**config.mk**
```make
export PLATFORM = sky130hd
export DESIGN_NAME = pc_sequencer_flat
export DESIGN_NICKNAME = d
export VERILOG_FILES = /design/src/rtl/pc_sequencer_pkg.sv /design/src/rtl/pc_sequencer_if.sv /design/src/rtl/pc_sequencer_next_sel.sv /design/src/rtl/pc_sequencer.sv /design/src/flat_wrapper.sv
export SDC_FILE = /design/constraint.sdc
export NUM_CORES = 1
export LEC_CHECK = 0
export CORE_AREA = 3 3 118 120
export CTS_CLUSTER_SIZE = 20
export DETAILED_ROUTE_END_ITERATION = 7
export DIE_AREA = 0 0 121 123
export SKIP_LAST_GASP = 1
export SYNTH_ARGS = -nofsm -noshare
export SYNTH_HDL_FRONTEND = slang
export SYNTH_SLANG_ARGS = --single-unit
export TNS_END_PERCENT = 20
```
**constraint.sdc**
```tcl
create_clock -name clk -period 4 [get_ports clk]
set_input_delay 0.6 -clock clk [delete_from_list [all_inputs] [get_ports clk]]
set_output_delay 0.6 -clock clk [all_outputs]
set_load 0.02 [all_outputs]
```
**src/rtl/pc_sequencer_pkg.sv**
```systemverilog
// Shared types and constants for the program-counter sequencer.
// Optional performance counters are enabled with the PC_PERF_EN macro.
package pc_pkg;

  typedef enum logic [1:0] {
    PC_SEL_SEQ,
    PC_SEL_BR,
    PC_SEL_J,
    PC_SEL_JR
  } pc_sel_t;

  localparam int INSTR_BYTES  = 4;
  localparam int JUMP_INDEX_W = 26;

endpackage

```
**src/rtl/pc_sequencer_if.sv**
```systemverilog
// Control-side bundle between decode/branch logic and the PC sequencer.
// The counter signals exist only when PC_PERF_EN is defined.
interface pc_sequencer_if
  import pc_pkg::*;
#(
  parameter int DATA_WIDTH = 32
`ifdef PC_PERF_EN
  ,
  parameter int CNT_WIDTH = 32
`endif
) ();

  logic                    stall;
  logic                    branch_taken;
  logic [DATA_WIDTH-1:0]   branch_offset;
  logic                    jump;
  logic [JUMP_INDEX_W-1:0] jump_index;
  logic                    jump_reg;
  logic [DATA_WIDTH-1:0]   jr_addr;
  logic [DATA_WIDTH-1:0]   PC;
  logic [DATA_WIDTH-1:0]   PC_plus4;
  logic                    addr_err;
`ifdef PC_PERF_EN
  logic [CNT_WIDTH-1:0]    retired_cnt;
  logic [CNT_WIDTH-1:0]    redirect_cnt;
`endif

  modport master (
    output stall, branch_taken, branch_offset, jump, jump_index, jump_reg, jr_addr,
`ifdef PC_PERF_EN
    input  retired_cnt, redirect_cnt,
`endif
    input  PC, PC_plus4, addr_err
  );

  modport slave (
    input  stall, branch_taken, branch_offset, jump, jump_index, jump_reg, jr_addr,
`ifdef PC_PERF_EN
    output retired_cnt, redirect_cnt,
`endif
    output PC, PC_plus4, addr_err
  );

endinterface

```
**src/rtl/pc_sequencer_next_sel.sv**
```systemverilog
// Combinational next-PC selection: priority encode, target mux and misaligned-JR detect.
module pc_next_sel
  import pc_pkg::*;
#(
  parameter int DATA_WIDTH = 32
) (
  input  logic [DATA_WIDTH-1:0]   pc_i,
  input  logic                    stall_i,
  input  logic                    branch_taken_i,
  input  logic [DATA_WIDTH-1:0]   branch_offset_i,
  input  logic                    jump_i,
  input  logic [JUMP_INDEX_W-1:0] jump_index_i,
  input  logic                    jump_reg_i,
  input  logic [DATA_WIDTH-1:0]   jr_addr_i,
  output logic [DATA_WIDTH-1:0]   pc_plus4_o,
  output logic [DATA_WIDTH-1:0]   next_pc_o,
  output logic                    misalign_o,
  output logic                    redirect_o
);

  pc_sel_t               sel;
  logic [DATA_WIDTH-1:0] brTarget;
  logic [DATA_WIDTH-1:0] jTarget;
  logic [DATA_WIDTH-1:0] jrTarget;

  assign pc_plus4_o = pc_i + DATA_WIDTH'(INSTR_BYTES);
  assign brTarget   = pc_plus4_o + (branch_offset_i << 2);
  assign jTarget    = {pc_plus4_o[DATA_WIDTH-1:28], jump_index_i, 2'b00};
  assign jrTarget   = {jr_addr_i[DATA_WIDTH-1:2], 2'b00};

  // Simultaneous redirects are legal; the highest priority one silently wins.
  always_comb begin
    sel = PC_SEL_SEQ;
    if (jump_reg_i) begin
      sel = PC_SEL_JR;
    end else if (jump_i) begin
      sel = PC_SEL_J;
    end else if (branch_taken_i) begin
      sel = PC_SEL_BR;
    end
  end

  always_comb begin
    next_pc_o = pc_plus4_o;
    if (stall_i) begin
      next_pc_o = pc_i;
    end else begin
      case (sel)
        PC_SEL_JR: next_pc_o = jrTarget;
        PC_SEL_J:  next_pc_o = jTarget;
        PC_SEL_BR: next_pc_o = brTarget;
        default:   next_pc_o = pc_plus4_o;
      endcase
    end
  end

  assign misalign_o = !stall_i && (sel == PC_SEL_JR) && (|jr_addr_i[1:0]);
  assign redirect_o = !stall_i && (sel != PC_SEL_SEQ);

endmodule

```
**src/rtl/pc_sequencer.sv**
```systemverilog
// Fetch program counter with stall hold, reset vector and sticky JR misalignment flag.
// Define PC_PERF_EN to add the retired/redirect performance counters.
module pc_sequencer
  import pc_pkg::*;
#(
  parameter int                    DATA_WIDTH   = 32,
  parameter logic [DATA_WIDTH-1:0] RESET_VECTOR = '0
`ifdef PC_PERF_EN
  ,
  parameter int                    CNT_WIDTH    = 32
`endif
) (
  input logic           clk,
  input logic           reset,
  pc_sequencer_if.slave bus
);

  logic [DATA_WIDTH-1:0] pc_q, pc_d;
  logic [DATA_WIDTH-1:0] pcPlus4;
  logic                  addrErr_q, addrErr_d;
  logic                  misalign;
  logic                  redirect;

  pc_next_sel #(
    .DATA_WIDTH(DATA_WIDTH)
  ) u_next_sel (
    .pc_i           (pc_q),
    .stall_i        (bus.stall),
    .branch_taken_i (bus.branch_taken),
    .branch_offset_i(bus.branch_offset),
    .jump_i         (bus.jump),
    .jump_index_i   (bus.jump_index),
    .jump_reg_i     (bus.jump_reg),
    .jr_addr_i      (bus.jr_addr),
    .pc_plus4_o     (pcPlus4),
    .next_pc_o      (pc_d),
    .misalign_o     (misalign),
    .redirect_o     (redirect)
  );

  // The error flag only ever sets; it never stalls or diverts fetch.
  assign addrErr_d = addrErr_q | misalign;

  always_ff @(posedge clk) begin
    if (!reset) begin
      pc_q      <= RESET_VECTOR;
      addrErr_q <= 1'b0;
    end else begin
      pc_q      <= pc_d;
      addrErr_q <= addrErr_d;
    end
  end

  assign bus.PC       = pc_q;
  assign bus.PC_plus4 = pcPlus4;
  assign bus.addr_err = addrErr_q;

`ifdef PC_PERF_EN
  logic [CNT_WIDTH-1:0] retired_q, retired_d;
  logic [CNT_WIDTH-1:0] redirectCnt_q, redirectCnt_d;

  always_comb begin
    retired_d     = retired_q;
    redirectCnt_d = redirectCnt_q;
    if (!bus.stall) begin
      retired_d = retired_q + CNT_WIDTH'(1);
    end
    if (redirect) begin
      redirectCnt_d = redirectCnt_q + CNT_WIDTH'(1);
    end
  end

  always_ff @(posedge clk) begin
    if (!reset) begin
      retired_q     <= '0;
      redirectCnt_q <= '0;
    end else begin
      retired_q     <= retired_d;
      redirectCnt_q <= redirectCnt_d;
    end
  end

  assign bus.retired_cnt  = retired_q;
  assign bus.redirect_cnt = redirectCnt_q;
`else
  logic unusedRedirect;
  assign unusedRedirect = redirect;
`endif

endmodule
```
**src/flat_wrapper.sv**
```systemverilog
// flat-port wrapper written by rule: the top's interface ports become plain ports
module pc_sequencer_flat import pc_pkg::*;
#(
  parameter int                    DATA_WIDTH   = 32,
  parameter logic [DATA_WIDTH-1:0] RESET_VECTOR = '0

)
  (clk, reset, bus_stall, bus_branch_taken, bus_branch_offset, bus_jump, bus_jump_index, bus_jump_reg, bus_jr_addr, bus_PC, bus_PC_plus4, bus_addr_err);
  pc_sequencer_if #(.DATA_WIDTH(DATA_WIDTH)) bus_i ();
  input logic clk;
  input logic reset;
  input wire logic [$bits(bus_i.stall)-1:0] bus_stall;
  input wire logic [$bits(bus_i.branch_taken)-1:0] bus_branch_taken;
  input wire logic [$bits(bus_i.branch_offset)-1:0] bus_branch_offset;
  input wire logic [$bits(bus_i.jump)-1:0] bus_jump;
  input wire logic [$bits(bus_i.jump_index)-1:0] bus_jump_index;
  input wire logic [$bits(bus_i.jump_reg)-1:0] bus_jump_reg;
  input wire logic [$bits(bus_i.jr_addr)-1:0] bus_jr_addr;
  output wire logic [$bits(bus_i.PC)-1:0] bus_PC;
  output wire logic [$bits(bus_i.PC_plus4)-1:0] bus_PC_plus4;
  output wire logic [$bits(bus_i.addr_err)-1:0] bus_addr_err;
  assign bus_i.stall = bus_stall;
  assign bus_i.branch_taken = bus_branch_taken;
  assign bus_i.branch_offset = bus_branch_offset;
  assign bus_i.jump = bus_jump;
  assign bus_i.jump_index = bus_jump_index;
  assign bus_i.jump_reg = bus_jump_reg;
  assign bus_i.jr_addr = bus_jr_addr;
  assign bus_PC = bus_i.PC;
  assign bus_PC_plus4 = bus_i.PC_plus4;
  assign bus_addr_err = bus_i.addr_err;
  pc_sequencer #(.DATA_WIDTH(DATA_WIDTH), .RESET_VECTOR(RESET_VECTOR)) u_core (.clk(clk), .reset(reset), .bus(bus_i));
endmodule
```
==> results.txt <==
- Status: completed
* Most frequent cells after synthesis: sky130_fd_sc_hd__nand2_1 (47), sky130_fd_sc_hd__nor2_1 (38), sky130_fd_sc_hd__o21ai_0 (37), sky130_fd_sc_hd__a21oi_1 (36)
- After global routing, the most crowded layer is met2.
* Remaining max-slew budget at the tightest pin: 0.463
- Final cell count without fillers: 855
* Routed WL per cell: around 19 um
- The routed design could run at a clock period as short as about 3800 ps.
- The worst path meets setup with between 150 and 200 ps of slack.
- Final global-route overflow total: 0
- For hold timing, the worst endpoint is u_core.bus.addr_err.
* Count of clock tree sinks: 31
- For the pin with the worst max-slew slack, the measured transition is about 800 ps.
- Of the cells placed in the final design, the portion with a size suffix greater than 1 is 0.0810.
* Met1 routing resource usage after global routing: 0.269
* Post-synthesis async set-or-reset flop share: 0
- Setup violations remaining at the end of the flow were counted as 0.
* Ant. Diodes: 0
- Post-synth cell types: 67
* Post-synth EDFFs: 0
- Die width: around 120 um
- sky130_fd_sc_hd__nand2_1 is the most common cell in the netlist.
- Number of hold buffers added after cts: 0
* Final-report max-slew violation count: 0
* Highest clock frequency the design can meet: 262 MHz
- The share of synthesized area in the top cell type comes to 0.160.
- Final ANT Viol Nets: 0
- Fin util: 0.453
- Total iterations of the first detailed-routing run: 5
* Crit path depth: 14
* Max Buffers Root-to-Sink: 2
- Final-layout fill cell count: 1,285
- In the synthesized netlist the dominant register cell turns out to be sky130_fd_sc_hd__dfxtp_1.
* Hold Path Class: reg2reg
- Clock latency on the worst-skew pair: approximately 280 ps
* Depth of the worst register-to-register path: 14
- Across all hold checks on the routed design, the worst slack comes to ~470 ps.
- Main area contributors after synthesis: sky130_fd_sc_hd__dfxtp_1 (16%), sky130_fd_sc_hd__ha_1 (11%), sky130_fd_sc_hd__xnor2_1 (7.7%), sky130_fd_sc_hd__o21ai_0 (4.8%), sky130_fd_sc_hd__a21oi_1 (4.6%)
- Netlist Area Pre-Place: 3880 um2
- For this block, the routed nets add up to approximately 16 mm of wire.
* Chain of cells forming the critical path: and4_4 -> nand3_4 -> nor3_1 -> buf_4 -> nand2_1 -> xnor2_2 -> ha_1 -> nand4_2 -> or4_1 -> o2111a_1 -> nor2_4 -> mux2i_1 -> or2_2 -> a211oi_1
- RSZ-0062 raised after global routing: true
- In the final timing run, aggregate negative setup slack is 0 ps.
* Clock slew at the register clock pins of the worst setup and hold paths: roughly 60 ps
* Slack of the worst reg-to-reg path: roughly 180 ps
- At the placement stage, the worst setup path has a slack of roughly 32 ps.
* Hold Path Depth: 2
- Worst Path Max Fanout: 7
* Number of top-level pins: 161
- At the worst endpoint, the arrival time is 4020 ps.
- The average instance in the mapped netlist occupies roughly 7.6 um2.
* Period utilization: 0.955
- For this configuration, the core starts out at a cell density of 0.297.
- Number of vias in the routed layout: ~4,700
- For this run, the total global-route usage over all layers was measured as 0.208.
* FF-to-FF End: u_core.bus.PC[31]
- Standard-cell row count: between 40 and 50
- After detailed routing, the number of remaining DRC violations is 0.
- CTS tree: done
* Power Dens Cells: roughly 260 nW/um2
- Die footprint: ~15,000 um2
* Cell class contributing the biggest share of worst-path delay: simple AND/OR/NAND/NOR gates
- Compared with the post-synthesis result, the final layout area differs by 52.6%.
- Core area: 13,100 um2
- Data on the critical path is required at its endpoint by approximately 4200 ps.
- The wire-length estimate of the detail-placed layout is between 10 and 15 mm.
- The worst register-to-register path begins at u_core.bus.PC[7].
- The congestion estimate from routability-driven global placement came to 0.899.
* Fin nets: 809
- Dividing the detail-routed via count by the number of cells gives ~5.5.
- Count of endpoints failing hold in the final timing report: 0
* Critical path's largest stage delay: approximately 500 ps
- Entering global routing, the biggest net connects 38 pins.
* Dominant cell type by area after synthesis: sky130_fd_sc_hd__dfxtp_1
- Number of antenna violations at the first check in global routing: 0
- Input and output buffers added on the ports amount to about 150.
- Met3 GRT Util: 0.0412
- The via count of the first global-routing pass came to roughly 4,600.
- The worst setup path is launched from a flip-flop.
- Hold_sp: u_core.bus.addr_err
- Critical setup path kind: reg2reg
- STA classifies the critical path endpoint as a flip-flop.
* Global-route wire length before repair: ~25 mm
- The analysis attributes to cell leakage a power of about 2.4 nW.
- Yosys synthesis warning count: 0
- Clock skew: 6.44 ps
- CTS buffer count: 5
- Counting tap cells, the placed design contains a total of around 850 instances.
* Peak supply drop: 0.150 mV
* Count of max-cap constraint violations: 0
* Vertical die dimension: roughly 120 um
* Proportion of synthesized chip area in sequential cells: 0.160
- Post-synthesis sequential element count: 31
- The first routing iteration left ~270 violations.
- Clock root buffer master: sky130_fd_sc_hd__clkbuf_16
- For met2 alone, demand over resource in global routing was 0.358.
* Crit-path slowest cell: sky130_fd_sc_hd__or4_1
- Buffer and inverter count on the worst path: 1
- Number of cells produced by synthesis: between 500 and 600
- Number of levels in the clock H-tree: 2
worst max path at each step:
stage | from | end
floorplan | u_core.bus.PC[2] | u_core.bus.PC[31]
global placement | u_core.bus.PC[7] | u_core.bus.PC[31]
detailed placement | u_core.bus.PC[7] | u_core.bus.PC[31]
CTS | u_core.bus.PC[7] | u_core.bus.PC[31]
global route | u_core.bus.PC[7] | u_core.bus.PC[31]
finish | u_core.bus.PC[7] | u_core.bus.PC[31]
cell type report:
class / count / area, um2 / area share
multi-input cells: 445 / 3130 / 0.528
flip-flops and latches: 31 / 621 / 0.105
inverters: 13 / 48.8 / 0.00824
clock buffers: 8 / 156 / 0.0264
well taps: 176 / 220 / 0.0372
repair buffers: 182 / 1750 / 0.296
layer usage:
metal  up-vias  wire (um)
met2       204       7500
met5         -          0
met1      2189       6990
met3        18       1220
li1       2270          -
met4         0        235
kinds of logic after synthesis:
kind of cell    share of synthesized area
compound gates                      0.326
mux                               0.00516
buf+inv                            0.0464
fa+ha+maj                           0.115
xor+xnor                            0.115
other cells                      0.000966
simple gates                        0.232
flops                               0.160
tightest hold or removal path, stage by stage (launching register included):
cell	delay, ps
sky130_fd_sc_hd__dfxtp_1	310
sky130_fd_sc_hd__inv_1	40
sky130_fd_sc_hd__a21boi_0	60
flip-flops by register name (all words and copies together), names as in the netlist:
signal and flops:
u_core.bus.addr_err 1, u_core.bus.PC 30
stage by stage:
stage | area, um2 | power [W]
after floorplan | 3890 | 0.000789
after global placement | 5720 | 0.00110
after detailed placement | 5720 | 0.00110
after CTS | 5880 | 0.00152
after global routing | 5920 | 0.00161
final | 5920 | 0.00152
placed cells by master, fill, tap and decap left out, types with 20 or more instances in the layout:
master,n
sky130_fd_sc_hd__clkdlybuf4s50_1,154
sky130_fd_sc_hd__nand2_1,47
sky130_fd_sc_hd__nor2_1,38
sky130_fd_sc_hd__o21ai_0,37
sky130_fd_sc_hd__a21oi_1,36
sky130_fd_sc_hd__ha_1,34
sky130_fd_sc_hd__xnor2_1,32
sky130_fd_sc_hd__dfxtp_1,31
sky130_fd_sc_hd__buf_4,28
sky130_fd_sc_hd__a221oi_1,20
repair_timing:
action / in CTS / in global routing
setup buffers: 0 / 2
endpoints found under the setup margin: 0 / 8
resized for setup: 0 / 4
power by group:
part           switching, W  internal (W)  total [W]
Combinational      0.000381      0.000357   0.000737
Clock              0.000148      0.000265   0.000413
Sequential        0.0000359      0.000334   0.000370
(Power assumes the default switching activity.)
